## src/rtl/mux_pkg.sv

```systemverilog
// mux_pkg: shared mode/state constants and channel slicing helper for mux_bus_scan
package mux_pkg;
  localparam logic MODE_MANUAL = 1'b0;
  localparam logic MODE_SCAN = 1'b1;
  typedef logic [0:0] state_t;
  localparam state_t ST_MANUAL = 1'b0;
  localparam state_t ST_SCAN = 1'b1;
  function automatic int slice_lo(input int idx, input int width);
    return idx * width;
  endfunction
endpackage

```

## src/rtl/mux_scan_ctr.sv

```systemverilog
// mux_scan_ctr: round-robin channel pointer with per-channel dwell counter and wrap pulse
module mux_scan_ctr #(
  parameter int CHANNELS = 8,
  parameter int DWELL = 4,
  localparam int SEL_W = $clog2(CHANNELS),
  localparam int DW_W = (DWELL > 1) ? $clog2(DWELL) : 1
) (
  input  logic             clk,
  input  logic             rst_n,
  input  logic             load,
  input  logic [SEL_W-1:0] start,
  input  logic             en,
  output logic [SEL_W-1:0] ptr,
  output logic             wrap
);
  logic [DW_W-1:0] dwell;
  logic last, top;
  assign last = dwell == DW_W'(DWELL - 1);
  assign top = ptr == SEL_W'(CHANNELS - 1);
  // load on scan entry, otherwise count dwell and step the pointer when it expires
  always_ff @(posedge clk or negedge rst_n) begin
    if (!rst_n) begin
      ptr <= '0;
      dwell <= '0;
      wrap <= 1'b0;
    end else if (load) begin
      ptr <= start;
      dwell <= '0;
      wrap <= 1'b0;
    end else begin
      wrap <= en && last && top;
      if (en) begin
        dwell <= last ? '0 : dwell + 1'b1;
        ptr <= last ? (top ? '0 : ptr + 1'b1) : ptr;
      end
    end
  end
endmodule

```

## src/rtl/mux_bus_scan.sv

```systemverilog
// mux_bus_scan: registered N-channel bus mux with manual select and auto-scan mode
module mux_bus_scan import mux_pkg::*; #(
  parameter int WIDTH = 4,
  parameter int CHANNELS = 8,
  parameter int DWELL = 4,
  localparam int SEL_W = $clog2(CHANNELS)
) (
  input  logic                      clk,
  input  logic                      rst_n,
  input  logic [CHANNELS*WIDTH-1:0] in_bus,
  input  logic [SEL_W-1:0]          sel,
  input  logic                      mode,
  input  logic                      hold,
  output logic [WIDTH-1:0]          out,
  output logic [SEL_W-1:0]          out_ch,
  output logic                      out_valid,
  output logic                      wrap
);
  state_t st;
  logic in_range, scan_now, load, en, valid_n;
  logic [SEL_W-1:0] ptr, src, start;
  logic [WIDTH-1:0] data;
  // scanning only continues while mode stays high; a drop takes effect on the same edge
  always_comb begin
    in_range = int'(sel) < CHANNELS;
    scan_now = st == ST_SCAN && mode == MODE_SCAN;
    load = st == ST_MANUAL && mode == MODE_SCAN;
    en = scan_now && !hold;
    start = in_range ? sel : '0;
    src = scan_now ? ptr : sel;
    data = in_bus[slice_lo(int'(src), WIDTH) +: WIDTH];
    valid_n = scan_now || in_range;
  end
  mux_scan_ctr #(.CHANNELS(CHANNELS), .DWELL(DWELL)) u_ctr (
    .clk(clk),
    .rst_n(rst_n),
    .load(load),
    .start(start),
    .en(en),
    .ptr(ptr),
    .wrap(wrap)
  );
  // mode state plus the registered output stage
  always_ff @(posedge clk or negedge rst_n) begin
    if (!rst_n) begin
      st <= ST_MANUAL;
      out <= '0;
      out_ch <= '0;
      out_valid <= 1'b0;
    end else begin
      st <= (mode == MODE_SCAN) ? ST_SCAN : ST_MANUAL;
      out <= valid_n ? data : '0;
      out_ch <= src;
      out_valid <= valid_n;
    end
  end
endmodule

```

## config.mk

```make
export PLATFORM = sky130hd
export DESIGN_NAME = mux_bus_scan
export DESIGN_NICKNAME = d
export VERILOG_FILES = /design/src/rtl/mux_pkg.sv /design/src/rtl/mux_scan_ctr.sv /design/src/rtl/mux_bus_scan.sv
export SDC_FILE = /design/constraint.sdc
export NUM_CORES = 1
export LEC_CHECK = 0
export CORE_MARGIN = 2
export CORE_UTILIZATION = 43
export CTS_CLUSTER_DIAMETER = 150
export CTS_CLUSTER_SIZE = 30
export DETAILED_ROUTE_END_ITERATION = 6
export PLACE_DENSITY_LB_ADDON = 0.05
export SLEW_MARGIN = 25
export SYNTH_ARGS = -nofsm -noshare
export SYNTH_HDL_FRONTEND = slang
export SYNTH_SLANG_ARGS = --single-unit
export TNS_END_PERCENT = 50
```

## constraint.sdc

```tcl
create_clock -name clk -period 4.3 [get_ports clk]
set_input_delay 0.43 -clock clk [delete_from_list [all_inputs] [get_ports clk]]
set_output_delay 0.43 -clock clk [all_outputs]
set_load 0.02 [all_outputs]
```

==> impl_metrics.tcl <==
set metrics [dict create \
    status "complete, no violations" \
    ys_ff_latch 15 \
    regToRegSetupSlack_ns 2.34 \
    start_util 0.4458 \
    place_hpwl_mm 1.892 \
    vias_per_cell 5.467 \
    final_cell_mix "clkdlybuf4s50_1, nand2_1, dfrtp_1" \
    synth_nets 145 \
    worst-r2r-cell-count 6 \
    cap_viol_max_count 0 \
    combPwrFrac 0.367 \
    drv_slew 0 \
    rsz0062_at_grt "false" \
    yosysWarnings 0 \
    crit_slowest_cell "clkdlybuf4s50_1" \
    vias 984 \
    syn_inst 103 \
    drtIter0Drc 20 \
    critical_path.max_fanout 21 \
    coreArea_mm2 0.002170 \
    power_density_mw_per_mm2 269.0 \
    min_to "u_ctr.dwell[1]" \
    gp_congestion 0.8757 \
    grt_overflow 0 \
    post-route-min-period_ns 2.255 \
    switching_share 0.3102 \
    cp_num_buf_inv 2 \
    cts_tree "built" \
    fin_util 0.6805 \
    fin_skew_ns 0.006443 \
    area_growth_pct 52.65 \
    finalSetupViolCount 0 \
    cp-start-kind "primary input" \
    cp_cell_sequence "clkdlybuf4s50_1 -> nand2_4 -> a21oi_4 -> clkinv_1 -> nand2_1 -> a32o_1 -> nor2_1" \
    final_common_cell "clkdlybuf4s50_1" \
    clkLatencyLatePin_ns 0.28 \
    ios 48 \
    clk_path_buf_depth 2 \
    grt_pass1_vias 893 \
    syn_area_per_cell_um2 9.390 \
    antenna_found_initial 0 \
    clkPwrFrac 0.203 \
    timing.fmax_ghz 0.4435 \
    internal_power_uw 273.9 \
    die_area_mm2 0.002645 \
    cp_num_cells 7 \
    syn_area_um2 967.2 \
    path_delay_family "buffers and inverters" \
    port_buffers 47 \
    power_switching_uw 123.2 \
    multi_input_area_um2 546.8 \
    die_w_um 51.43 \
    cts_buffers 3 \
    reg2reg_from "st" \
    slowest_delay_ns 0.61 \
    synth_cell_type_count 29 \
    hold_start "u_ctr.dwell[1]" \
    first_pass_iters 4 \
    htree_levels 1 \
    max_slew_margin 0.5322 \
    grt_pass1_wl_mm 3.953 \
    ff_latch_area_um2 375.4 \
    endpoint_kind "flop" \
    ys_seq_area_frac 0.3881 \
    timing.rr.end "out[1]" \
    grt_util_all_layers 0.2000 \
    final_antenna_net_count 0 \
    tns_ns 0 \
    crit_type "in2reg" \
    fillers 182 \
    leakagePower_uw 0.0005789 \
    whs_path_depth 1 \
    cts_root_buffer "clkbuf_4" \
    ir_drop_v 0.0002611 \
    rows 17 \
    drive_above_1_share 0.05921 \
    n_antenna_cell 0 \
    hold_viol_final 0 \
    critPathRequiredTime_ns 4.47 \
    p_seq_frac 0.430 \
    grt_max_degree 22 \
    worst_pin_slew_ns 0.6995 \
    cts_setup_buffers 0 \
    route.detailed.drc 0 \
    die_h_um 51.43 \
    cp_data_arrival_time_ns 2.43 \
    path_clk_slew_ns 0.09 \
    fin_nets 195 \
    hold_path_class "reg2reg" \
    clock-sinks 15 \
    wl_mm 2.530 \
    timing.final.crit_share 0.5244 \
    cts-resized-gates 0 \
    wl_per_cell_um 14.06 \
    holdBufCountCts 0 \
]
==> power by group through the flow <==
stage	logic, µW	clock network, µW	registers (µW)
6_report	146	80.7	171
2_1_floorplan	62.4	0	185
5_1_grt	159	88.3	174
3_5_place_dp	145	0	174
3_3_place_gp	144	0	173
4_1_cts	146	83.7	171
==> cell families after synthesis <==
kind of cell,synth area share
fa+ha+maj,0.03881
buf+inv,0.04657
compound gates,0.2859
simple gates,0.1902
other cells,0.003877
mux,0.04657
flops,0.3881
==> worst register-to-register path, stage by stage, from the launching register on <==
cell,delay (ns)
dfrtp_1,0.46
and3_1,0.24
a21oi_4,0.42
clkinv_1,0.36
nand2_1,0.15
a32o_1,0.17
nor2_1,0.05
==> synthesized netlist by cell type <==
cell        n  area, µm²
a211oi_1    8      60.06
a32o_1      4      40.04
inv_1       5      18.77
a31oi_4     1      21.27
clkinv_1    1      3.750
dfrtp_1    15      375.4
a311o_1     4      40.04
nand2b_1    2      12.51
ha_1        3      37.54
mux2i_4     1      22.52
nor3_1      1      5.000
nor2_1      8      30.03
buf_6       2      22.52
nand3_1     1      5.000
o22ai_1     5      31.28
nand3b_1    1      7.510
nand2_1    17      63.81
and4b_1     1      10.01
o21ai_0     4      20.02
mux2_2      2      22.52
conb_1      1      3.750
nor3b_1     1      7.510
nor4_1      2      12.51
and3_1      1      6.260
o2bb2ai_1   2      17.52
a21oi_4     1      16.27
a21oi_1     6      30.03
nand2_4     1      11.26
or3_1       2      12.51
==> final cells by class <==
| cell class | count | share of cell area |
|---|---|---|
| well taps | 28 | 0.02373 |
| multi-input cells | 80 | 0.3703 |
| repair buffers | 47 | 0.3186 |
| clock buffers | 4 | 0.01780 |
| flip-flops and latches | 15 | 0.2542 |
| inverters | 6 | 0.01525 |
==> stage by stage <==
step	cells	setup slack (ns)	hold WS (ns)	power, µW	cell area [µm²]
finish	180	2.045	0.5227	397.1	1476
global route	180	1.929	0.5601	421.3	1476
floorplan	103	2.828	0.1344	247.5	967.2
global placement	176	1.835	0.4953	317.2	1450
detailed placement	176	1.781	0.5066	318.9	1450
CTS	180	2.086	0.5281	400.9	1476
==> how the worst max path moves through the flow <==
stage / end / startpoint / slack [ns]
2_1_floorplan: out[0] / st / 2.83
3_3_place_gp: out[0] / mode / 1.84
3_5_place_dp: out[3] / mode / 1.78
4_1_cts: out[1] / mode / 2.09
5_1_grt: out[1] / mode / 1.93
6_report: out[1] / mode / 2.05
==> per-layer routing <==
| metal | vias to the layer above | wire (µm) | GRT usage |
|---|---|---|---|
| met2 | 49 | 1064 | 0.3077 |
| met3 | 6 | 307 | 0.05556 |
| met4 | 0 | 42 | 0.1053 |
| met1 | 440 | 1115 | 0.2542 |
| li1 | 489 | - | - |
| met5 | - | 0 | 0 |
==> flip-flops by register name, indices dropped and copies added (netlist names) <==
| name | cells |
|---|---|
| out | 4 |
| out_ch | 3 |
| out_valid | 1 |
| st | 1 |
| u_ctr.dwell | 2 |
| u_ctr.ptr | 3 |
| u_ctr.wrap | 1 |
Note: power is estimated with default switching activity, not from simulation.
==> edit, RTL diff (config.mk and constraints unchanged) <==
`DWELL` is set to 4 in 2 places; all go to 16.
--- a/src/rtl/mux_scan_ctr.sv
+++ b/src/rtl/mux_scan_ctr.sv
@@ -2,5 +2,5 @@
 module mux_scan_ctr #(
   parameter int CHANNELS = 8,
-  parameter int DWELL = 4,
+  parameter int DWELL = 16,
   localparam int SEL_W = $clog2(CHANNELS),
   localparam int DW_W = (DWELL > 1) ? $clog2(DWELL) : 1
--- a/src/rtl/mux_bus_scan.sv
+++ b/src/rtl/mux_bus_scan.sv
@@ -3,5 +3,5 @@
   parameter int WIDTH = 4,
   parameter int CHANNELS = 8,
-  parameter int DWELL = 4,
+  parameter int DWELL = 16,
   localparam int SEL_W = $clog2(CHANNELS)
 ) (
Function: changed (Yosys sat finds a counterexample within 10 cycles, from zero or initial values and one cycle with rst_n low).
==> edit against the unedited design <==
Count of clock-buffer cells in the layout stayed put. Sequential cell count is 2 higher. Final area is 6.8% higher. Total power is 10% higher. Critical path depth is 1 lower. Area after synthesis is 10% higher. Wire length is 15% higher. Worst setup slack worse by 0.19 ns.
==> edit: results (changes against the unedited design) <==
[critical_path]
cp_slowest_cell = a21oi_2
critPathMaxStageDelay_ns = 0.74  ; +0.13 ns
critical-path-top-delay-family = compound AO/OA/AOI/OAI gates
arrival_ns = 2.69  ; +0.26 ns
rrSetupSlack_ns = 2.18  ; -0.16 ns
reg2reg_depth = 5  ; -1
rr_endpoint = out[3]

[global_routing]
grt_pass1_wl_um = 4350  ; +10%
grt_util_all_layers = 0.210  ; +0.00963
antenna_found_initial = 0  ; unchanged
first_global_vias = 1002  ; +12%

[yosys]
syn_nets = 159  ; +9.7%
yosysSeqAreaShare = 0.398  ; +0.0100
yosys-top-cells-count = 20 x nand2_1, 17 x dfrtp_1, 9 x nor2_1
yosys.cell_types.count = 34  ; +17%
yosys-top-cells-area = dfrtp_1 40%, nand2_1 7.0%, a211oi_1 5.6%, a311o_1 3.7%, a32o_1 3.7%

[place]
dp_hpwl_um = 2140  ; +13%
place_ws_ns = 1.56  ; -0.220 ns
globalplace.congestion = 0.742  ; -15%
numPlacedInstances = 191  ; +8.5%

[min_path]
min_from = u_ctr.dwell[3]
hold_depth = 1  ; unchanged
min_to = u_ctr.dwell[3]

[power_and_ir_drop]
p_leak_nw = 0.632  ; +9.1%
switchingPower_w = 0.000142  ; +15%
ir_worst_vdd_v = 0.000249  ; -4.8%

[detailed_routing]
wl_per_cell_um = 14.9  ; +5.8%
wl_um = 2900  ; +15%
vias_per_cell = 5.63  ; +2.9%
drt-initial-drc-count = 28  ; +40%

[timing]
fin_skew_ns = 0.0103  ; +0.00385 ns
relSlewSlack = 0.413  ; -0.119

[status]
status = finished clean

[cells_and_area]
layout-drive-gt1-share = 0.0667  ; +0.00746
reg_top3 = out (4), u_ctr.dwell (4)
nets = 208  ; +6.7%
fill_cells = 197  ; +8.2%

[clock_tree]
cts.clk_slew.worst_paths_ns = 0.11  ; +0.02 ns

## edit: cell types whose count changed after synthesis, moves of 3 or more
cell and change:
a21oi_1 -4, mux2i_1 +3, nand2_1 +3, nor2b_1 +3, o21ai_1 +5
## edit: metal layers
layer,track usage,vias up,share of wire
met5,0,-,0
met1,0.250,511,0.41
met4,0.0897,0,0.024
met3,0.0361,9,0.082
met2,0.368,45,0.48
li1,-,532,-
## edit: cell type report
type | count | share of cell area
multi-input cells | 90 | 0.375
repair buffers | 47 | 0.298
flip-flops and latches | 17 | 0.270
well taps | 30 | 0.0238
clock buffers | 4 | 0.0167
inverters | 7 | 0.0167
## edit: cells by family after synthesis
kind of cell / share of synthesized area
muxes: 0.0621
buffers and inverters: 0.0492
adders and majority gates: 0.0351
and+or+nand+nor: 0.190
DFF: 0.398
other: 0.00351
AOI/OAI and AO/OA: 0.262
## edit: per-stage QoR
stage | instance area (um2) | util | hold slack, ns
CTS | 1580 | 0.654 | 0.478
floorplan | 1070 | - | 0.134
finish | 1580 | 0.654 | 0.476
detailed placement | 1550 | 0.643 | 0.464
global placement | 1550 | 0.643 | 0.465
global route | 1580 | 0.654 | 0.503
## edit: power by group through the flow
| stage | clock (W) | combinational [W] | sequential [W] |
|---|---|---|---|
| 2_1_floorplan | 0 | 0.0000654 | 0.000207 |
| 3_3_place_gp | 0 | 0.000148 | 0.000197 |
| 3_5_place_dp | 0 | 0.000151 | 0.000198 |
| 4_1_cts | 0.0000919 | 0.000152 | 0.000195 |
| 5_1_grt | 0.0000978 | 0.000168 | 0.000198 |
| 6_report | 0.0000901 | 0.000152 | 0.000195 |
## edit: worst max-delay path by stage
stage	endpoint	slack, ns	startpoint
3_3_place_gp	out[1]	1.68	mode
3_5_place_dp	out[3]	1.56	mode
4_1_cts	out[1]	1.88	mode
2_1_floorplan	out[0]	2.86	st
5_1_grt	out[3]	1.66	mode
6_report	out[3]	1.85	mode
